[config.mk]
export PLATFORM = sky130hd
export DESIGN_NAME = gpu_instruction_buffer
export DESIGN_NICKNAME = d
export VERILOG_FILES = /design/src/rtl/gpu_instruction_buffer_pkg.sv /design/src/rtl/gpu_instr_fifo_mem.sv /design/src/rtl/gpu_instruction_buffer.sv
export SDC_FILE = /design/constraint.sdc
export NUM_CORES = 1
export LEC_CHECK = 0
export ABC_AREA = 1
export CAP_MARGIN = 20
export CORE_ASPECT_RATIO = 1.1
export CORE_MARGIN = 10
export CORE_UTILIZATION = 59
export DETAILED_ROUTE_END_ITERATION = 10
export PLACE_DENSITY = 0.78
export SLEW_MARGIN = 40
export SYNTH_ARGS = -nofsm -noshare
export SYNTH_HDL_FRONTEND = slang
export SYNTH_SLANG_ARGS = --single-unit
[constraint.sdc]
create_clock -name clk -period 5.2 [get_ports clk]
set_input_delay 0.52 -clock clk [delete_from_list [all_inputs] [get_ports clk]]
set_output_delay 0.52 -clock clk [all_outputs]
set_load 0.02 [all_outputs]
[src/rtl/gpu_instruction_buffer_pkg.sv]
// Shared widths and the packed draw-instruction entry for the instruction buffer.
// Field order in instr_t is the storage packing order, MSB first.
package gpu_instruction_buffer_pkg;

    localparam int unsigned OPCODE_BITS          = 4;
    localparam int unsigned WIDTH_BITS           = 10;
    localparam int unsigned HEIGHT_BITS          = 9;
    localparam int unsigned CHANNEL_BITS         = 8;
    localparam int unsigned GPU_INSTR_FIFO_DEPTH = 8;
    localparam int unsigned GPU_INSTR_W          = OPCODE_BITS + 3 * WIDTH_BITS
                                                 + 2 * HEIGHT_BITS + 3 * CHANNEL_BITS;

    typedef struct packed {
        logic [OPCODE_BITS-1:0]  opcode;
        logic [WIDTH_BITS-1:0]   x1;
        logic [HEIGHT_BITS-1:0]  y1;
        logic [WIDTH_BITS-1:0]   x2;
        logic [HEIGHT_BITS-1:0]  y2;
        logic [WIDTH_BITS-1:0]   rad;
        logic [CHANNEL_BITS-1:0] r;
        logic [CHANNEL_BITS-1:0] g;
        logic [CHANNEL_BITS-1:0] b;
    } instr_t;

endpackage

[src/rtl/gpu_instr_fifo_mem.sv]
// Instruction storage array: one synchronous write port, one combinational read port.
// Contents are deliberately not reset.
module gpu_instr_fifo_mem #(
    parameter int unsigned DEPTH  = 8,
    parameter int unsigned DATA_W = 8,
    parameter int unsigned ADDR_W = $clog2(DEPTH)
) (
    input  logic              clk,
    input  logic              we,
    input  logic [ADDR_W-1:0] waddr,
    input  logic [DATA_W-1:0] wdata,
    input  logic [ADDR_W-1:0] raddr,
    output logic [DATA_W-1:0] rdata
);

    logic [DATA_W-1:0] mem [DEPTH];

    always_ff @(posedge clk) begin
        if (we) begin
            mem[waddr] <= wdata;
        end
    end

    assign rdata = mem[raddr];

endmodule

[src/rtl/gpu_instruction_buffer.sv]
// Show-ahead FIFO of draw instructions between the decoder and the rasterizer,
// with a sticky overflow flag for pushes dropped while full.
module gpu_instruction_buffer
    import gpu_instruction_buffer_pkg::*;
#(
    parameter int unsigned DEPTH = GPU_INSTR_FIFO_DEPTH
) (
    input  logic                      clk,
    input  logic                      rst,
    input  logic                      push_i,
    input  logic [OPCODE_BITS-1:0]    opcode_i,
    input  logic [WIDTH_BITS-1:0]     x1_i,
    input  logic [HEIGHT_BITS-1:0]    y1_i,
    input  logic [WIDTH_BITS-1:0]     x2_i,
    input  logic [HEIGHT_BITS-1:0]    y2_i,
    input  logic [WIDTH_BITS-1:0]     rad_i,
    input  logic [CHANNEL_BITS-1:0]   r_i,
    input  logic [CHANNEL_BITS-1:0]   g_i,
    input  logic [CHANNEL_BITS-1:0]   b_i,
    output logic                      instr_valid_o,
    input  logic                      instr_ready_i,
    output logic [OPCODE_BITS-1:0]    opcode_o,
    output logic [WIDTH_BITS-1:0]     x1_o,
    output logic [HEIGHT_BITS-1:0]    y1_o,
    output logic [WIDTH_BITS-1:0]     x2_o,
    output logic [HEIGHT_BITS-1:0]    y2_o,
    output logic [WIDTH_BITS-1:0]     rad_o,
    output logic [CHANNEL_BITS-1:0]   r_o,
    output logic [CHANNEL_BITS-1:0]   g_o,
    output logic [CHANNEL_BITS-1:0]   b_o,
    output logic [$clog2(DEPTH):0]    count_o,
    output logic                      full_o,
    output logic                      empty_o,
    output logic                      overflow_o,
    input  logic                      clear_ovf_i
);

    localparam int unsigned PTR_W = $clog2(DEPTH);
    localparam int unsigned CNT_W = PTR_W + 1;

    logic [PTR_W-1:0] wptr_q;
    logic [PTR_W-1:0] rptr_q;
    logic [CNT_W-1:0] count_q;
    logic             overflow_q;

    logic   full_c;
    logic   pop_c;
    logic   push_ok_c;
    logic   drop_c;
    instr_t wentry_c;
    instr_t head_c;
    logic [GPU_INSTR_W-1:0] rdata_c;

    // A pop frees a slot in the same cycle, so a full buffer still accepts a push alongside it.
    always_comb begin
        full_c    = (count_q == CNT_W'(DEPTH));
        pop_c     = (count_q != '0) && instr_ready_i;
        push_ok_c = push_i && (!full_c || pop_c);
        drop_c    = push_i && full_c && !pop_c;
    end

    always_comb begin
        wentry_c = '{opcode: opcode_i, x1: x1_i, y1: y1_i, x2: x2_i, y2: y2_i,
                     rad: rad_i, r: r_i, g: g_i, b: b_i};
    end

    gpu_instr_fifo_mem #(
        .DEPTH  (DEPTH),
        .DATA_W (GPU_INSTR_W),
        .ADDR_W (PTR_W)
    ) u_mem (
        .clk   (clk),
        .we    (push_ok_c),
        .waddr (wptr_q),
        .wdata (wentry_c),
        .raddr (rptr_q),
        .rdata (rdata_c)
    );

    // Pointers wrap naturally because DEPTH is a power of two.
    always_ff @(posedge clk or posedge rst) begin
        if (rst) begin
            wptr_q     <= '0;
            rptr_q     <= '0;
            count_q    <= '0;
            overflow_q <= 1'b0;
        end else begin
            if (push_ok_c) begin
                wptr_q <= wptr_q + PTR_W'(1);
            end
            if (pop_c) begin
                rptr_q <= rptr_q + PTR_W'(1);
            end
            if (push_ok_c && !pop_c) begin
                count_q <= count_q + CNT_W'(1);
            end else if (pop_c && !push_ok_c) begin
                count_q <= count_q - CNT_W'(1);
            end
            if (drop_c) begin
                overflow_q <= 1'b1;
            end else if (clear_ovf_i) begin
                overflow_q <= 1'b0;
            end
        end
    end

    assign head_c        = instr_t'(rdata_c);
    assign instr_valid_o = (count_q != '0);
    assign opcode_o      = head_c.opcode;
    assign x1_o          = head_c.x1;
    assign y1_o          = head_c.y1;
    assign x2_o          = head_c.x2;
    assign y2_o          = head_c.y2;
    assign rad_o         = head_c.rad;
    assign r_o           = head_c.r;
    assign g_o           = head_c.g;
    assign b_o           = head_c.b;
    assign count_o       = count_q;
    assign full_o        = full_c;
    assign empty_o       = (count_q == '0);
    assign overflow_o    = overflow_q;

endmodule

==> flow_summary.toml, run 1 <==
[worst_setup_path]
reg2reg_depth = 12
worstPathRequired_ps = 4680
r2r_setup_slack_ps = 2530
cp.depth = 8
slowest_delay_ps = 680
path_cells = "inv_4 > buf_12 > nor2_1 > nand2_1 > nand2_1 > nand2_1 > nand2_1 > clkdlybuf4s50_1"
critPathBufInv = 3
critPathTopFamily = "buffers and inverters"
crit_path_top_delay_cell = "dfrtp_4"
crit_path_frequent_cell = "nand2_1"
critPathMaxFanout = 100
cp-startpoint = "rptr_q[1]"
path_class = "flop to primary output"
r2r-end = "count_o[3]"
timing.rr.start = "count_o[0]"
worstSetupEndpointType = "primary output"
critPathCapture = "x1_o[6]"
start_kind = "flop"
critical_path_arrival_ps = 3410

[drt]
vias_per_cell = 5.089
drtPass1Iterations = 5
routed-via-count = 17740
drtIter0Drc = 1626
antenna_left = 0
wl_mm = 58.00
drcViolationCount = 0
wl_per_cell_um = 16.64

[die]
die_h_um = 243.4
die_x_um = 223.1
ios = 165
start_util_pct = 59.92
die_area_um2 = 54320
design.core.area_um2 = 44690
num_rows = 81

[yosys]
ys_warn_count = 0
syn_inst = 2723
syn_area_um2 = 26780
syn_avg_cell_area_um2 = 9.835
yosysSeqAreaShare_pct = 69.21
synth_cell_types = 20
synthesis.nets = 2810
ys_seq_elements = 619

[timing]
finalCriticalPeriod_ps = 3925
max-slew-margin-rel_pct = 47.01
hold_violations = 0
fin_tns_setup_ps = 0
grt_setup_unrepaired = "no"
setup_violations = 0
slew_violations = 0
fin_ws_ps = 1275
skew_ps = 17.60
min_period_over_period_pct = 75.49
worst_pin_slew_ps = 793.0
max_freq_mhz = 254.8

[worst_hold_path]
hold_path.class = "primary input to async pin"

[clock_tree]
clock_path_buffers = 3
cts_resized = 0
path_clk_slew_ps = 70
cts_root_buffer = "clkbuf_16"
cts_buffers = 58
holdBufCountCts = 0
clock_latency_ps = 610
htreeDepth = 2
cts_tree = "yes"
postCtsSetupRepairBufs = 0
cts.sinks = 619

[cells_and_area]
drive_gt1_share_pct = 4.307
final_nets = 2945
final.fill_count = 3136
multi_input_area_um2 = 6416
final_cell_count_no_fill = 3486
fin_util_pct = 69.02
seqCellArea_um2 = 18540
area_delta_synth_final_pct = 15.19

[global_routing]
grt_antenna_before_repair = 7
first_global_vias = 17350
grt_max_degree = 146
grt_pass1_wl_mm = 90.91
grt_use_total_pct = 20.91
overflow = 0

[power]
vdd_drop_max_v = 0.0004998
p_per_area_nw_per_um2 = 571.6
power_leakage_uw = 0.01313
power_uw = 17630

[placement]
port_buffers = 164
dpl_worst_slack_ps = 1870
dp_cells = 3377
hpwl_mm = 31.78
place.gp.congestion = 0.7874

[flow_run]
cap_violations = 0

[outcome]
status = "finished, final reports clean"
## metrics by stage
step	instance area (um2)	hold WS, ps
2_1_floorplan	26780	372.4
3_3_place_gp	28890	514.9
3_5_place_dp	28920	550.1
4_1_cts	30790	221.0
5_1_grt	30850	262.6
6_report	30850	233.0
## worst min path at each step
stage,startpoint,end,depth (start not counted)
4_1_cts,rst,count_o[3],2
2_1_floorplan,rst,count_o[0],1
6_report,rst,count_o[3],2
3_3_place_gp,overflow_o,overflow_o,2
5_1_grt,rst,count_o[3],2
3_5_place_dp,overflow_o,overflow_o,2
## kinds of logic (layout without fill, tap and decap cells)
logic type	Yosys count	in the layout	share of synthesized area, %
AOI/OAI and AO/OA	3	3	0.05605
DFF	619	619	69.21
other	0	3	0
xor gates and xnor gates	5	5	0.1635
buffers and inverters	440	619	7.060
and+or+nand+nor	1650	1650	23.21
adders and majority gates	6	6	0.3084
## cells in the mapped netlist (all sizes together)
library cell,instances,area (um2)
nand2,1017,3817
nor2,620,2327
edfxtp,608,18260
inv,321,1207
buf,104,626.9
clkbuf,15,56.30
dfrtp,11,275.3
nand3,10,50.05
ha,5,62.56
xnor2,4,35.03
o21ai,3,15.01
fa,1,20.02
nand3b,1,7.510
nand4,1,6.260
or2,1,6.260
xor2,1,8.760
## where the power goes
part | internal, uW | total, uW | switching (uW)
combinational | 2450 | 7030 | 4580
clock | 2420 | 4180 | 1760
sequential | 6160 | 6420 | 259
total | 11000 | 17600 | 6600
## per-layer routing
metal | global-route usage [%] | wire (um) | share of wire [%] | up-vias
met5 | 0 | 52 | 0.090 | -
met4 | 8.133 | 1585 | 2.7 | 8
met3 | 3.856 | 3852 | 6.6 | 115
met2 | 35.70 | 29060 | 50 | 534
met1 | 25.91 | 23450 | 40 | 8366
li1 | - | - | - | 8716
## cell type report
| type | count | area share (%) |
|---|---|---|
| sequential | 619 | 60.12 |
| clock buffer | 72 | 5.082 |
| antenna | 3 | 0.02434 |
| inverter | 321 | 3.922 |
| clock inverter | 32 | 0.9897 |
| tap | 581 | 2.357 |
| multi-input combinational | 1664 | 20.80 |
| timing repair buffer | 194 | 6.709 |
## state kept, by name, summed over array words and instances, names as in the netlist
register,cells
rptr_q,3
overflow_o,1
wptr_q,3
count_o,4
u_mem.mem,608
## cells in the final DEF, fill, tap and decap left out, types with 2 or more instances in the layout
cell type / synthesis / final
edfxtp_1: 608 / 608
dfrtp_1: 11 / 8
clkbuf_1: 15 / 11
clkinv_1: 0 / 12
o21ai_0: 3 / 3
inv_1: 320 / 319
nand3_1: 10 / 10
clkbuf_16: 0 / 61
nand2_1: 1017 / 1017
clkinv_2: 0 / 12
nor2_4: 0 / 8
xnor2_1: 4 / 4
nor2_1: 620 / 612
diode_2: 0 / 3
dfrtp_4: 0 / 3
clkdlybuf4s50_1: 0 / 164
buf_4: 14 / 13
ha_1: 5 / 5
bufinv_16: 0 / 6
buf_6: 13 / 2
inv_4: 1 / 2
buf_12: 0 / 14
Power figures use the tool's default switching activity.
==> run 2: changes to the inputs <==
==> constraint.sdc (replaced) <==
create_clock -name clk -period 4.1 [get_ports clk]
set_input_delay 0.41 -clock clk [delete_from_list [all_inputs] [get_ports clk]]
set_output_delay 0.41 -clock clk [all_outputs]
set_load 0.02 [all_outputs]
==> run 2 against run 1 <==
Net effect: non-clock buffer count up 2; sequential share of layout area down 0.20 points; critical path depth unchanged; global-route usage up 0.71 points; register-to-register slack worse by 1100 ps; routed wire length up 3.2%; critical endpoint is now g_o[1].
==> flow_summary.toml, run 2 (synthesis results as in run 1) <==
[outcome]
status = "finished, final reports clean"

[worst_setup_path]
r2r-end = "count_o[3]"
worstSetupEndpointType = "primary output"
critPathMaxFanout = 130
cp-startpoint = "rptr_q[0]"
r2r_setup_slack_ps = 1440
path_class = "flop to primary output"
reg2reg_depth = 12
critPathCapture = "g_o[1]"
timing.rr.start = "count_o[0]"
critical_path_arrival_ps = 3160
worstPathRequired_ps = 3690
start_kind = "flop"

[power]
power_uw = 22600
vdd_drop_max_v = 0.0006210
p_per_area_nw_per_um2 = 730.1
power_leakage_uw = 0.01317

[cells_and_area]
largest_register_ffs = 608
seqCellArea_um2 = 18540
largest-register = "u_mem.mem"
drive_gt1_share_pct = 4.411
final_nets = 2946
stdcell_area_um2 = 30950
area_delta_synth_final_pct = 15.57
multi_input_area_um2 = 6416
final_common_cell = "nand2_1"
final_cell_mix = "1017 x nand2_1, 612 x nor2_1, 608 x edfxtp_1"
final.fill_count = 3089

[timing]
min_period_over_period_pct = 87.01
hold_violations = 0
whs_ps = 120.8
setup_violations = 0
grt_setup_unrepaired = "no"
finalCriticalPeriod_ps = 3567
worst_pin_slew_ps = 854.9
slew_violations = 0
max-slew-margin-rel_pct = 43.01
max_freq_mhz = 280.3
fin_tns_setup_ps = 0
skew_ps = 14.79

[die]
num_rows = 81
die_area_um2 = 54320
start_util_pct = 59.92
die_x_um = 223.1
design.core.area_um2 = 44690
ios = 165
die_h_um = 243.4

[clock_tree]
cts_buffers = 57
htreeDepth = 2
holdBufCountCts = 0
clock_latency_ps = 620
cts_root_buffer = "clkbuf_16"
path_clk_slew_ps = 60
cts.sinks = 619
clock_path_buffers = 3
cts_tree = "yes"
cts_resized = 0
postCtsSetupRepairBufs = 0

[placement]
place_area_um2 = 29090
hpwl_mm = 33.24
port_buffers = 164
place.gp.congestion = 0.7874

[flow_run]
cap_violations = 0

[drt]
drcViolationCount = 0
routed-via-count = 17960
wl_per_cell_um = 17.18
vias_per_cell = 5.156
drtPass1Iterations = 6
drtIter0Drc = 1878
antenna_left = 0
wl_mm = 59.85

[global_routing]
grt_pass1_wl_mm = 94.59
first_global_vias = 17990
grt_max_degree = 155
grt_antenna_before_repair = 2
grt_use_total_pct = 21.63
overflow = 0

[worst_hold_path]
hold_path.class = "primary input to async pin"
[run 2: area by class of cell]
cell class	instances	share of cell area, %
multi-input cells	1664	20.73
clock inverters	32	1.112
flip-flops and latches	619	59.92
repair buffers	196	7.087
inverters	321	3.901
clock buffers	70	4.896
well taps	581	2.349
diodes	1	0.008085
[run 2: layer usage]
layer | vias up | routed length (um) | track usage (%)
met3 | 102 | 4422 | 3.904
li1 | 8706 | - | -
met1 | 8490 | 24140 | 27.32
met5 | - | 27 | 0
met4 | 4 | 1186 | 5.965
met2 | 661 | 30070 | 37.48
[run 2: how the worst min path moves through the flow]
stage | startpoint | end | slack [ps] | cells after the start
2_1_floorplan | rst | count_o[0] | 260 | 1
3_3_place_gp | overflow_o | overflow_o | 520 | 2
3_5_place_dp | overflow_o | overflow_o | 520 | 2
4_1_cts | rst | overflow_o | 120 | 2
5_1_grt | rst | overflow_o | 170 | 2
6_report | rst | overflow_o | 120 | 2
[run 2: power breakdown]
group,internal [uW],switching (uW)
combinational,3200,5980
sequential,7810,306
clock,3060,2250
[run 2: stage by stage]
step                      utilization, %  worst slack, ps  instances
after floorplan                        -           -545.7       2723
after global placement             64.97             1208       3379
after detailed placement           65.08             1198       3381
after CTS                          69.24            509.6       3483
after global routing               69.24            337.5       3483
final                              69.25            532.7       3484
[run 2: worst max-delay path: stages (launching register included)]
cell and delay (ps):
dfrtp_4 790, buf_12 510, nor2_1 130, nor2_1 130, nand2_1 70, nand2_1 70
nand2_1 50, nand2_1 130, clkdlybuf4s50_1 620
==> run 3: changes to the inputs <==
--- a/config.mk
+++ b/config.mk
@@ -16,3 +16,4 @@
 export SYNTH_ARGS = -nofsm -noshare
 export SYNTH_HDL_FRONTEND = slang
 export SYNTH_SLANG_ARGS = --single-unit
+export TNS_END_PERCENT = 1
==> results of run 3 <==
The final DEF is identical to that of run 2; final timing and power are the same.
